File: config.mk
export PLATFORM = sky130hd
export DESIGN_NAME = matrix_alu_sequencer_flat
export DESIGN_NICKNAME = d
export VERILOG_FILES = /design/src/rtl/matrix_alu_sequencer_pkg.sv /design/src/rtl/matrix_alu_sequencer_if.sv /design/src/rtl/matrix_alu_sequencer_rd_wait.sv /design/src/rtl/matrix_alu_sequencer.sv /design/src/flat_wrapper.sv
export SDC_FILE = /design/constraint.sdc
export NUM_CORES = 1
export LEC_CHECK = 0
export BUFFER_PORTS_ARGS = -buffer_cell sky130_fd_sc_hd__clkbuf_2
export CORE_AREA = 2 2 417 419
export DETAILED_ROUTE_END_ITERATION = 16
export DIE_AREA = 0 0 419 421
export PLACE_DENSITY = 0.42
export SLEW_MARGIN = 20
export SYNTH_ARGS = -nofsm -noshare
export SYNTH_HDL_FRONTEND = slang
export SYNTH_SLANG_ARGS = --single-unit
File: constraint.sdc
create_clock -name clk -period 5.3 [get_ports clk]
set_clock_uncertainty 0.1 [all_clocks]
set_input_delay 0.265 -clock clk [delete_from_list [all_inputs] [get_ports clk]]
set_output_delay 0.265 -clock clk [all_outputs]
set_load 0.02 [all_outputs]
File: src/rtl/matrix_alu_sequencer_pkg.sv
// Shared definitions for the matrix ALU sequencer: opcodes, opcode classes,
// FSM state encoding and the default matrix word width.
package matrix_alu_sequencer_pkg;

    localparam int unsigned MAT_W = 200;

    localparam logic [3:0] OP_ADD       = 4'b0011;
    localparam logic [3:0] OP_SUB       = 4'b0100;
    localparam logic [3:0] OP_MUL       = 4'b0101;
    localparam logic [3:0] OP_TRANSPOSE = 4'b0110;
    localparam logic [3:0] OP_SCALE     = 4'b0111;
    localparam logic [3:0] OP_DET5      = 4'b1100;

    typedef enum logic [2:0] {
        ST_IDLE,
        ST_RD_A,
        ST_RD_B,
        ST_EXEC,
        ST_WB,
        ST_RESP
    } seq_state_e;

    function automatic logic is_binary(input logic [3:0] op);
        return (op == OP_ADD) || (op == OP_SUB) || (op == OP_MUL);
    endfunction

    function automatic logic is_legal(input logic [3:0] op);
        return (op >= OP_ADD) && (op <= OP_DET5);
    endfunction

    // Overflow is only reported for element-wise add and subtract.
    function automatic logic has_overflow(input logic [3:0] op);
        return (op == OP_ADD) || (op == OP_SUB);
    endfunction

endpackage

File: src/rtl/matrix_alu_sequencer_if.sv
// Bundle of command, matrix-memory, ALU and response signals around the
// sequencer. master = sequencer side, slave = host/memory/ALU side.
interface matrix_alu_sequencer_if #(
    parameter int unsigned ADDR_W = 4,
    parameter int unsigned MAT_W  = 200
);
    logic              cmd_valid;
    logic              cmd_ready;
    logic [3:0]        cmd_opcode;
    logic [7:0]        cmd_scalar;
    logic [ADDR_W-1:0] cmd_addr_a;
    logic [ADDR_W-1:0] cmd_addr_b;
    logic [ADDR_W-1:0] cmd_addr_r;
    logic              mem_rd_en;
    logic [ADDR_W-1:0] mem_rd_addr;
    logic [MAT_W-1:0]  mem_rd_data;
    logic              mem_wr_en;
    logic [ADDR_W-1:0] mem_wr_addr;
    logic [MAT_W-1:0]  mem_wr_data;
    logic              alu_start;
    logic [3:0]        alu_opcode;
    logic [7:0]        alu_scalar;
    logic [MAT_W-1:0]  alu_matrix_a;
    logic [MAT_W-1:0]  alu_matrix_b;
    logic [MAT_W-1:0]  alu_result;
    logic              alu_done;
    logic              alu_overflow;
    logic              busy;
    logic              rsp_valid;
    logic              rsp_overflow;
    logic              rsp_error;

    modport master (
        input  cmd_valid, cmd_opcode, cmd_scalar, cmd_addr_a, cmd_addr_b, cmd_addr_r,
        input  mem_rd_data, alu_result, alu_done, alu_overflow,
        output cmd_ready, mem_rd_en, mem_rd_addr, mem_wr_en, mem_wr_addr, mem_wr_data,
        output alu_start, alu_opcode, alu_scalar, alu_matrix_a, alu_matrix_b,
        output busy, rsp_valid, rsp_overflow, rsp_error
    );

    modport slave (
        output cmd_valid, cmd_opcode, cmd_scalar, cmd_addr_a, cmd_addr_b, cmd_addr_r,
        output mem_rd_data, alu_result, alu_done, alu_overflow,
        input  cmd_ready, mem_rd_en, mem_rd_addr, mem_wr_en, mem_wr_addr, mem_wr_data,
        input  alu_start, alu_opcode, alu_scalar, alu_matrix_a, alu_matrix_b,
        input  busy, rsp_valid, rsp_overflow, rsp_error
    );

endinterface

File: src/rtl/matrix_alu_sequencer_rd_wait.sv
// Read-latency counter: capture pulses MEM_LAT cycles after a read strobe,
// the cycle in which the matrix memory presents the requested word.
module matrix_seq_rd_wait #(
    parameter int unsigned MEM_LAT = 1
) (
    input  logic clk,
    input  logic rst_n,
    input  logic strobe,
    output logic capture
);

    logic [2:0] cnt_q, cnt_d;

    always_comb begin
        cnt_d = cnt_q;
        if (strobe) begin
            cnt_d = 3'(MEM_LAT);
        end else if (cnt_q != '0) begin
            cnt_d = cnt_q - 3'd1;
        end
    end

    assign capture = (cnt_q == 3'd1);

    always_ff @(posedge clk or negedge rst_n) begin
        if (!rst_n) begin
            cnt_q <= '0;
        end else begin
            cnt_q <= cnt_d;
        end
    end

endmodule

File: src/rtl/matrix_alu_sequencer.sv
// Sequences one matrix ALU operation: operand fetch, ALU handshake, write-back
// and status response. Optional EXEC watchdog enabled by SEQ_WATCHDOG_EN.
module matrix_alu_sequencer #(
    parameter int unsigned ADDR_W   = 4,
    parameter int unsigned MAT_W    = matrix_alu_sequencer_pkg::MAT_W,
    parameter int unsigned MEM_LAT  = 1,
    parameter int unsigned WDOG_CYC = 255
) (
    input logic                    clk,
    input logic                    rst_n,
    matrix_alu_sequencer_if.master bus
);
    import matrix_alu_sequencer_pkg::*;

    if (MEM_LAT < 1 || MEM_LAT > 4 || WDOG_CYC < 1 || WDOG_CYC > 255) begin : g_bad_param
        $error("matrix_alu_sequencer: MEM_LAT or WDOG_CYC out of range");
    end

    seq_state_e        state_q, state_d;
    logic [3:0]        op_q, op_d;
    logic [7:0]        scalar_q, scalar_d;
    logic [ADDR_W-1:0] addr_a_q, addr_a_d, addr_b_q, addr_b_d, addr_r_q, addr_r_d;
    logic [MAT_W-1:0]  mat_a_q, mat_a_d, mat_b_q, mat_b_d, res_q, res_d;
    logic              ovf_q, ovf_d, err_q, err_d;
    logic              rd_first_q, rd_first_d, exec_first_q, exec_first_d;
    logic              rd_strobe, rd_capture;
`ifdef SEQ_WATCHDOG_EN
    localparam logic [7:0] WDOG_LIM = 8'(WDOG_CYC - 1);
    logic [7:0]        wdog_q, wdog_d;
`endif

    matrix_seq_rd_wait #(.MEM_LAT(MEM_LAT)) u_rd_wait (
        .clk     (clk),
        .rst_n   (rst_n),
        .strobe  (rd_strobe),
        .capture (rd_capture)
    );

    always_comb begin
        state_d      = state_q;
        op_d         = op_q;
        scalar_d     = scalar_q;
        addr_a_d     = addr_a_q;
        addr_b_d     = addr_b_q;
        addr_r_d     = addr_r_q;
        mat_a_d      = mat_a_q;
        mat_b_d      = mat_b_q;
        res_d        = res_q;
        ovf_d        = ovf_q;
        err_d        = err_q;
        rd_first_d   = 1'b0;
        exec_first_d = 1'b0;
`ifdef SEQ_WATCHDOG_EN
        wdog_d       = '0;
`endif
        rd_strobe       = 1'b0;
        bus.mem_rd_addr = '0;
        bus.mem_wr_en   = 1'b0;
        bus.mem_wr_addr = '0;
        bus.alu_start   = 1'b0;
        bus.rsp_valid   = 1'b0;

        case (state_q)
            ST_IDLE: begin
                if (bus.cmd_valid) begin
                    op_d       = bus.cmd_opcode;
                    scalar_d   = bus.cmd_scalar;
                    addr_a_d   = bus.cmd_addr_a;
                    addr_b_d   = bus.cmd_addr_b;
                    addr_r_d   = bus.cmd_addr_r;
                    ovf_d      = 1'b0;
                    err_d      = !is_legal(bus.cmd_opcode);
                    rd_first_d = 1'b1;
                    state_d    = is_legal(bus.cmd_opcode) ? ST_RD_A : ST_RESP;
                end
            end
            ST_RD_A: begin
                rd_strobe       = rd_first_q;
                bus.mem_rd_addr = rd_first_q ? addr_a_q : '0;
                if (rd_capture) begin
                    mat_a_d = bus.mem_rd_data;
                    if (is_binary(op_q)) begin
                        rd_first_d = 1'b1;
                        state_d    = ST_RD_B;
                    end else begin
                        exec_first_d = 1'b1;
                        state_d      = ST_EXEC;
                    end
                end
            end
            ST_RD_B: begin
                rd_strobe       = rd_first_q;
                bus.mem_rd_addr = rd_first_q ? addr_b_q : '0;
                if (rd_capture) begin
                    mat_b_d      = bus.mem_rd_data;
                    exec_first_d = 1'b1;
                    state_d      = ST_EXEC;
                end
            end
            ST_EXEC: begin
                bus.alu_start = 1'b1;
`ifdef SEQ_WATCHDOG_EN
                wdog_d = wdog_q + 8'd1;
`endif
                // A done already high on the entry cycle belongs to the previous op.
                if (bus.alu_done && !exec_first_q) begin
                    res_d   = bus.alu_result;
                    ovf_d   = bus.alu_overflow && has_overflow(op_q);
                    state_d = ST_WB;
                end
`ifdef SEQ_WATCHDOG_EN
                else if (wdog_q == WDOG_LIM) begin
                    err_d   = 1'b1;
                    state_d = ST_RESP;
                end
`endif
            end
            ST_WB: begin
                bus.mem_wr_en   = 1'b1;
                bus.mem_wr_addr = addr_r_q;
                state_d         = ST_RESP;
            end
            ST_RESP: begin
                bus.rsp_valid = 1'b1;
                state_d       = ST_IDLE;
            end
            default: state_d = ST_IDLE;
        endcase
    end

    assign bus.mem_rd_en    = rd_strobe;
    assign bus.mem_wr_data  = res_q;
    assign bus.cmd_ready    = (state_q == ST_IDLE);
    assign bus.busy         = (state_q != ST_IDLE);
    assign bus.alu_opcode   = op_q;
    assign bus.alu_scalar   = scalar_q;
    assign bus.alu_matrix_a = mat_a_q;
    assign bus.alu_matrix_b = mat_b_q;
    assign bus.rsp_overflow = (state_q == ST_RESP) && ovf_q;
    assign bus.rsp_error    = (state_q == ST_RESP) && err_q;

    always_ff @(posedge clk or negedge rst_n) begin
        if (!rst_n) begin
            state_q      <= ST_IDLE;
            op_q         <= '0;
            scalar_q     <= '0;
            addr_a_q     <= '0;
            addr_b_q     <= '0;
            addr_r_q     <= '0;
            mat_a_q      <= '0;
            mat_b_q      <= '0;
            res_q        <= '0;
            ovf_q        <= 1'b0;
            err_q        <= 1'b0;
            rd_first_q   <= 1'b0;
            exec_first_q <= 1'b0;
`ifdef SEQ_WATCHDOG_EN
            wdog_q       <= '0;
`endif
        end else begin
            state_q      <= state_d;
            op_q         <= op_d;
            scalar_q     <= scalar_d;
            addr_a_q     <= addr_a_d;
            addr_b_q     <= addr_b_d;
            addr_r_q     <= addr_r_d;
            mat_a_q      <= mat_a_d;
            mat_b_q      <= mat_b_d;
            res_q        <= res_d;
            ovf_q        <= ovf_d;
            err_q        <= err_d;
            rd_first_q   <= rd_first_d;
            exec_first_q <= exec_first_d;
`ifdef SEQ_WATCHDOG_EN
            wdog_q       <= wdog_d;
`endif
        end
    end

endmodule
File: src/flat_wrapper.sv
// flat-port wrapper written by rule: the top's interface ports become plain ports
module matrix_alu_sequencer_flat import matrix_alu_sequencer_pkg::*;
#(
    parameter int unsigned ADDR_W   = 4,
    parameter int unsigned MAT_W    = matrix_alu_sequencer_pkg::MAT_W,
    parameter int unsigned MEM_LAT  = 1,
    parameter int unsigned WDOG_CYC = 255
)
  (clk, rst_n, bus_cmd_valid, bus_cmd_opcode, bus_cmd_scalar, bus_cmd_addr_a, bus_cmd_addr_b, bus_cmd_addr_r, bus_mem_rd_data, bus_alu_result, bus_alu_done, bus_alu_overflow, bus_cmd_ready, bus_mem_rd_en, bus_mem_rd_addr, bus_mem_wr_en, bus_mem_wr_addr, bus_mem_wr_data, bus_alu_start, bus_alu_opcode, bus_alu_scalar, bus_alu_matrix_a, bus_alu_matrix_b, bus_busy, bus_rsp_valid, bus_rsp_overflow, bus_rsp_error);
  matrix_alu_sequencer_if #(.ADDR_W(ADDR_W), .MAT_W(MAT_W)) bus_i ();
  input logic clk;
  input logic rst_n;
  input wire logic [$bits(bus_i.cmd_valid)-1:0] bus_cmd_valid;
  input wire logic [$bits(bus_i.cmd_opcode)-1:0] bus_cmd_opcode;
  input wire logic [$bits(bus_i.cmd_scalar)-1:0] bus_cmd_scalar;
  input wire logic [$bits(bus_i.cmd_addr_a)-1:0] bus_cmd_addr_a;
  input wire logic [$bits(bus_i.cmd_addr_b)-1:0] bus_cmd_addr_b;
  input wire logic [$bits(bus_i.cmd_addr_r)-1:0] bus_cmd_addr_r;
  input wire logic [$bits(bus_i.mem_rd_data)-1:0] bus_mem_rd_data;
  input wire logic [$bits(bus_i.alu_result)-1:0] bus_alu_result;
  input wire logic [$bits(bus_i.alu_done)-1:0] bus_alu_done;
  input wire logic [$bits(bus_i.alu_overflow)-1:0] bus_alu_overflow;
  output wire logic [$bits(bus_i.cmd_ready)-1:0] bus_cmd_ready;
  output wire logic [$bits(bus_i.mem_rd_en)-1:0] bus_mem_rd_en;
  output wire logic [$bits(bus_i.mem_rd_addr)-1:0] bus_mem_rd_addr;
  output wire logic [$bits(bus_i.mem_wr_en)-1:0] bus_mem_wr_en;
  output wire logic [$bits(bus_i.mem_wr_addr)-1:0] bus_mem_wr_addr;
  output wire logic [$bits(bus_i.mem_wr_data)-1:0] bus_mem_wr_data;
  output wire logic [$bits(bus_i.alu_start)-1:0] bus_alu_start;
  output wire logic [$bits(bus_i.alu_opcode)-1:0] bus_alu_opcode;
  output wire logic [$bits(bus_i.alu_scalar)-1:0] bus_alu_scalar;
  output wire logic [$bits(bus_i.alu_matrix_a)-1:0] bus_alu_matrix_a;
  output wire logic [$bits(bus_i.alu_matrix_b)-1:0] bus_alu_matrix_b;
  output wire logic [$bits(bus_i.busy)-1:0] bus_busy;
  output wire logic [$bits(bus_i.rsp_valid)-1:0] bus_rsp_valid;
  output wire logic [$bits(bus_i.rsp_overflow)-1:0] bus_rsp_overflow;
  output wire logic [$bits(bus_i.rsp_error)-1:0] bus_rsp_error;
  assign bus_i.cmd_valid = bus_cmd_valid;
  assign bus_i.cmd_opcode = bus_cmd_opcode;
  assign bus_i.cmd_scalar = bus_cmd_scalar;
  assign bus_i.cmd_addr_a = bus_cmd_addr_a;
  assign bus_i.cmd_addr_b = bus_cmd_addr_b;
  assign bus_i.cmd_addr_r = bus_cmd_addr_r;
  assign bus_i.mem_rd_data = bus_mem_rd_data;
  assign bus_i.alu_result = bus_alu_result;
  assign bus_i.alu_done = bus_alu_done;
  assign bus_i.alu_overflow = bus_alu_overflow;
  assign bus_cmd_ready = bus_i.cmd_ready;
  assign bus_mem_rd_en = bus_i.mem_rd_en;
  assign bus_mem_rd_addr = bus_i.mem_rd_addr;
  assign bus_mem_wr_en = bus_i.mem_wr_en;
  assign bus_mem_wr_addr = bus_i.mem_wr_addr;
  assign bus_mem_wr_data = bus_i.mem_wr_data;
  assign bus_alu_start = bus_i.alu_start;
  assign bus_alu_opcode = bus_i.alu_opcode;
  assign bus_alu_scalar = bus_i.alu_scalar;
  assign bus_alu_matrix_a = bus_i.alu_matrix_a;
  assign bus_alu_matrix_b = bus_i.alu_matrix_b;
  assign bus_busy = bus_i.busy;
  assign bus_rsp_valid = bus_i.rsp_valid;
  assign bus_rsp_overflow = bus_i.rsp_overflow;
  assign bus_rsp_error = bus_i.rsp_error;
  matrix_alu_sequencer #(.ADDR_W(ADDR_W), .MAT_W(MAT_W), .MEM_LAT(MEM_LAT), .WDOG_CYC(WDOG_CYC)) u_core (.clk(clk), .rst_n(rst_n), .bus(bus_i));
endmodule
---- Yosys cells after proc, flatten, opt, wreduce, memory -nomap -nowiden ----
Cells that the tools add are included.
storage, ports and cells
  bits in registers ....................... 634
  word-level logic and storage cells ...... 79
  output and inout bits ................... 628
operators by class
  reduce and logical (&&, ||, !) cells .... 21
  equal/unequal tests ..................... 13
  mux-type cells .......................... 28
  $lt $le $gt $ge ......................... 2
  $add $sub $neg .......................... 1
operators with widths
  operator                                                           count
  two-way mux 3 bit                                                  7
  case mux 3 bit (5 select lines)                                    1
  two-way mux 1 bit                                                  13
  two-way mux 4 bit                                                  3
  == test 4 x 3 -> 1 bit, second input constant                      2
  case mux 4 bit (2 select lines)                                    1
  AND reduction 2 bit                                                4
  == test 3 x 1 -> 1 bit, second input constant                      2
  == test 3 x 2 -> 1 bit, second input constant                      2
  == test 3 bit, second input constant                               2
  inequality test 2 x 1 -> 1 bit, second input constant              3
  case mux 1 bit (2 select lines)                                    3
  nonzero test 3 bit                                                 2
  logical AND 1 bit                                                  5
  == test 4 x 2 -> 1 bit, second input constant                      1
  greater-or-equal comparator 4 x 2 -> 1 bit, second input constant  1
  <= comparator 4 bit, second input constant                         1
  AND reduction 4 bit                                                1
  nonzero test 2 bit                                                 2
  zero test 3 bit                                                    1
  AND reduction 3 bit                                                1
  subtractor 3 x 1 -> 3 bit, second input constant                   1
  zero test 1 bit                                                    2
  logical OR 1 bit                                                   2
  other kinds (2)                                                    2

---- Longest topological paths before layout ----
  word-level depth ........................ 6
  mapped depth ............................ 7
  mapped depth without buffers ............ 5

---- Modules after synthesis ----
From an unflattened synthesis, not the netlist that was laid out.
second synthesis, totals
  cells, all modules ...................... 1833
  area, all modules ....................... 24760.0 sq um
by module, submodules not included
  module                cells each  sequential area each (sq um)  times used  area an instance (sq um)
  matrix_alu_sequencer  1815        15790.1                       1           24558.6
  matrix_seq_rd_wait    18          75.1                          1           201.4

---- Least setup slack after synthesis ----
OpenSTA, ideal clock, no wires.
  path kind ............................... register to register
  start point ............................. register u_core.u_rd_wait.cnt_q[0]
  end point ............................... register u_core.mat_b_q[21], in the netlist u_core.bus.alu_matrix_b[21]
  library setup time ...................... 0.125 ns
  path buffers ............................ 2
  path slack .............................. 3.509 ns
  data arrival time ....................... 1.566 ns
  data required time ...................... 5.075 ns
  period minus slack after synthesis ...... 1.791 ns
  stages on the path, launching flop included .. 7
  cell sequence ........................... dfrtp_1 > ha_1 > nor3b_2 > nand2_1 > buf_2 > buf_2 > mux2_2
on the way
  cells in the longest elaborated chain, start to end .. 2
ends and longest elaborated chain
  element                        line                                RTL
  start: declaration             matrix_alu_sequencer_rd_wait.sv:12  logic [2:0] cnt_q, cnt_d;
  start signal: assignment       matrix_alu_sequencer_rd_wait.sv:29  cnt_q <= cnt_d;
  == test 3 x 1 -> 1 bit         matrix_alu_sequencer_rd_wait.sv:23  assign capture = (cnt_q == 3'd1);
  AND reduction 2 bit (no line)  n/a
  end signal: assignment         matrix_alu_sequencer.sv:168         mat_b_q <= mat_b_d;
  end: declaration               matrix_alu_sequencer.sv:23          logic [MAT_W-1:0] mat_a_q, mat_a_d, mat_b_q, mat_b_d, res_q, res_d;
No other way between the ends.
A chain may end at the register's enable or synchronous reset.

---- Final worst setup path ----
  start point ............................. register u_core.state_q[0]
  end point ............................... output bus_rsp_error
on the way
  cells in the longest elaborated chain, start to end .. 2
ends and longest elaborated chain
  element                   line                         RTL
  start: declaration        matrix_alu_sequencer.sv:19   seq_state_e state_q, state_d;
  start signal: assignment  matrix_alu_sequencer.sv:161  state_q <= state_d;
  == test 3 bit             matrix_alu_sequencer.sv:140  assign bus.rsp_error = (state_q == ST_RESP) && err_q;
  logical AND 1 bit         matrix_alu_sequencer.sv:140
  end: declaration          flat_wrapper.sv:37           output wire logic [$bits(bus_i.rsp_error)-1:0] bus_rsp_error;
No other way between the ends.

==> run summary <==
TIMING
-------------------------------------------------------------------------------------------------
Actual slew at the worst max-slew pin                                                     1040 ps
Number of endpoints with negative hold slack in the final report                                0
Final clock period utilization by the worst path                                            60.0%
RSZ-0062 raised after global routing                                                           no
Worst hold slack across all endpoints                                                      116 ps
Post-layout min period                                                                    3180 ps
Total negative slack for setup checks                                                        0 ps
Max Fclk                                                                                  314 MHz
Least setup slack across all paths after layout                                           2120 ps
Max-slew violation count                                                                        0
Final number of setup-violating endpoints                                                       0
Remaining max-slew budget at the tightest pin                                               30.3%

FINAL LAYOUT
-------------------------------------------------------------------------------------------------
Net total in the final layout                                                                3361
Post-layout util                                                                            22.7%
Layout area overhead                                                                        64.2%
FF+latch area                                                                          15900 um^2
Area taken by multi-input logic gates                                                   7510 um^2
Post-Layout Cell Count                                                                       5328
Layout cell share with drive strength beyond 1                                              61.1%
Filler cell count in the final layout                                                       18500
Post-route cell area                                                                   39100 um^2

CLOCK NETWORK
-------------------------------------------------------------------------------------------------
Clock Root Buffer                                                                    sky130_fd_sc_hd__clkbuf_16
Clock insertion delay at the later pin of the skew report                                  680 ps
H-tree depth                                                                                    3
Sink count of the clock tree                                                                  634
Clock Tree Buf Depth                                                                            3
Number of clock buffers inserted by TritonCTS                                                  82
Clock slew seen by the registers of the worst setup and hold paths                          60 ps
CTS tree                                                                                     done

SYNTH
-------------------------------------------------------------------------------------------------
Net Count, Synth                                                                             1834
Mapped Cells                                                                                 1402
Area share of the leading cell type in the synthesized netlist                              66.7%
Number of distinct library cell variants in the gate-level netlist after synthesis             35
Synthesized area divided by synthesized cell count                                      17.0 um^2
Register bit total from synthesis                                                             634
Top cell types by occurrence after synthesis                                         sky130_fd_sc_hd__dfrtp_1 (634), sky130_fd_sc_hd__mux2_2 (615), sky130_fd_sc_hd__buf_2 (41)
Cell area after synthesis                                                              23800 um^2
Most area-consuming cells after synthesis                                            sky130_fd_sc_hd__dfrtp_1 (67%), sky130_fd_sc_hd__mux2_2 (29%), sky130_fd_sc_hd__buf_4 (0.95%)
Number of synthesis warnings                                                                    0
Ys async rst share                                                                           100%
Commonest register cell after synthesis                                              sky130_fd_sc_hd__dfrtp_1
Most numerous cell in the Yosys netlist                                              sky130_fd_sc_hd__dfrtp_1
Fraction of the yosys area taken by sequential cells                                        66.7%
Number of flops mapped to enable cells by yosys                                                 0
Library cell with the largest summed area after synthesis                            sky130_fd_sc_hd__dfrtp_1

FLOORPLANNING
-------------------------------------------------------------------------------------------------
I/O pin cnt                                                                                  1057
Number of placement rows                                                                      153
Die Span Y                                                                                 421 um
Die Span X                                                                                 419 um
Floorplan core area                                                                   172000 um^2
Starting utilization of the core area                                                       13.8%
Total Die Area                                                                        176000 um^2

POWER
-------------------------------------------------------------------------------------------------
Peak supply drop                                                                         0.307 mV
Leakage power of the design                                                               18.0 nW
Total Power                                                                               25.3 mW
Power per Cell Area                                                                   646 nW/um^2

DETAILED ROUTING
-------------------------------------------------------------------------------------------------
Iter 0 DRT Violations                                                                         655
Remaining antenna violation count                                                               0
DRC viols                                                                                       0
Post-DR wirelength/cell                                                                   21.1 um
TritonRoute pass-1 iters                                                                        5
Vias after detailed routing                                                                 18100
Vias/cell                                                                                    3.40
Wire length reported by the detailed router                                             112000 um

CRITICAL PATH
-------------------------------------------------------------------------------------------------
Critical path fanouts, max                                                                     11
Required @ worst endpoint                                                                 4930 ps
CP Capture Type                                                                      primary output
Arrival time of the worst setup path                                                      2820 ps
Worst setup path start                                                               u_core.state_q[0]
Setup CP Type                                                                        flip-flop to primary output
Category of the worst setup path launch point                                           flip-flop
Destination of the worst register-to-register timing path                            u_core.bus.alu_matrix_a[70]
Number of cells traversed by the worst register-to-register path                                4
RR Startpoint                                                                        u_core.state_q[0]
Critical Path End                                                                    bus_rsp_error
Worst-case register-to-register setup slack                                               2130 ps

GLOBAL ROUTING
-------------------------------------------------------------------------------------------------
Wire length of the first global-routing pass                                            156000 um
Total Routing Usage GR                                                                      12.5%
Vias in the first global route                                                              19500
Residual overflow from global routing                                                           0
Antenna violations before repair                                                               39
Maximum number of pins on one net before global-route repair                                  137

PLACEMENT
-------------------------------------------------------------------------------------------------
Setup slack at placement                                                                  2150 ps
Area post-placement                                                                    31900 um^2
Cell total after placement                                                                   4732
Number of port buffers                                                                       1056
GP Congestion                                                                               0.898
Estimated wirelength of the detail-placed design                                         89300 um

WORST HOLD PATH
-------------------------------------------------------------------------------------------------
Min-delay worst type                                                                 primary input to asynchronous set/reset pin

RUN
-------------------------------------------------------------------------------------------------
Max Cap Violations                                                                              0

OUTCOME
-------------------------------------------------------------------------------------------------
Result of the run                                                                    finished, final reports clean

## where the power goes
part / internal [mW] / leakage [nW] / switching [mW]
registers: 7.33 / 7.48 / 1.50
logic: 4.23 / 9.19 / 6.35
clock network: 3.55 / 1.36 / 2.32
## worst min path at each step
stage                     start                     endpoint
final                     rst_n  u_core.bus.alu_matrix_b[39]
after global routing      rst_n  u_core.bus.alu_matrix_b[39]
after CTS                 rst_n  u_core.bus.alu_matrix_a[46]
after detailed placement  rst_n  u_core.bus.alu_matrix_a[46]
after global placement    rst_n  u_core.bus.alu_matrix_a[46]
after floorplan           rst_n           u_core.addr_a_q[0]
## layer usage
metal | GRT usage, % | vias up | wire length [um] | share of wire (%)
li1 | - | 8060 | - | -
met1 | 15.1 | 9293 | 46500 | 41
met2 | 21.4 | 559 | 55600 | 49
met3 | 3.23 | 169 | 6840 | 6.1
met4 | 4.27 | 10 | 3380 | 3.0
met5 | 0 | - | 71 | 0.063
## flip-flops by register name, indices dropped and copies added (netlist names), 3 cells and up
register,cells
u_core.bus.alu_scalar,8
u_core.bus.alu_matrix_a,200
u_core.bus.alu_matrix_b,200
u_core.u_rd_wait.cnt_q,3
u_core.state_q,3
u_core.addr_r_q,4
u_core.addr_b_q,4
u_core.bus.mem_wr_data,200
u_core.addr_a_q,4
u_core.bus.alu_opcode,4
## critical path, cell delays in order, from the launching register on
cell	delay (ps)
sky130_fd_sc_hd__dfrtp_1	560
sky130_fd_sc_hd__nor2b_2	790
sky130_fd_sc_hd__and3_1	520
sky130_fd_sc_hd__clkbuf_2	250
## area by class of cell
type	count	area share (%)
diodes	14	0.0896
clock buffers	125	6.31
clock inverters	19	0.835
inverters	6	0.0576
multi-input cells	689	19.2
flip-flops and latches	634	40.6
well taps	2325	7.44
repair buffers	1516	25.5
## cell usage in the layout, fill, tap and decap left out, types with 2 or more instances in the layout
cell type,instances
sky130_fd_sc_hd__clkbuf_1,21
sky130_fd_sc_hd__bufinv_16,7
sky130_fd_sc_hd__and3_1,6
sky130_fd_sc_hd__o21ai_0,3
sky130_fd_sc_hd__nor2_1,9
sky130_fd_sc_hd__clkbuf_8,19
sky130_fd_sc_hd__buf_4,13
sky130_fd_sc_hd__mux2_1,9
sky130_fd_sc_hd__clkinv_2,3
sky130_fd_sc_hd__dlygate4sd3_1,438
sky130_fd_sc_hd__nand2b_1,5
sky130_fd_sc_hd__clkbuf_2,1055
sky130_fd_sc_hd__clkinvlp_4,3
sky130_fd_sc_hd__mux2_2,615
sky130_fd_sc_hd__nand2_1,2
sky130_fd_sc_hd__and2_1,2
sky130_fd_sc_hd__clkinv_8,2
sky130_fd_sc_hd__nand2_4,2
sky130_fd_sc_hd__diode_2,14
sky130_fd_sc_hd__dfrtp_1,634
sky130_fd_sc_hd__nand3b_1,4
sky130_fd_sc_hd__clkinv_4,2
sky130_fd_sc_hd__buf_12,9
sky130_fd_sc_hd__ha_1,3
sky130_fd_sc_hd__inv_1,6
sky130_fd_sc_hd__a21oi_1,3
sky130_fd_sc_hd__a22oi_1,5
sky130_fd_sc_hd__clkbuf_16,85
sky130_fd_sc_hd__o21ba_2,2
## kinds of logic (layout without fill, tap and decap cells)
group / after synthesis / after routing / synth area share, %
XOR/XNOR: 1 / 1 / 0.0368
other: 0 / 14 / 0
buffers and inverters: 79 / 1666 / 1.93
adder cells (fa/ha/maj): 3 / 3 / 0.158
AO/OA/AOI/OAI: 22 / 22 / 0.678
AND/OR/NAND/NOR: 38 / 38 / 0.972
multiplexers: 625 / 625 / 29.6
flip-flops: 634 / 634 / 66.7
## timing repair
action / CTS / global route
gates resized for setup: 0 / 0
endpoints found under the setup margin: 0 / 0
endpoints found under the hold margin: 705 / 0
setup buffers: 0 / 0
hold buffers: 438 / 0
(Power assumes the default switching activity.)
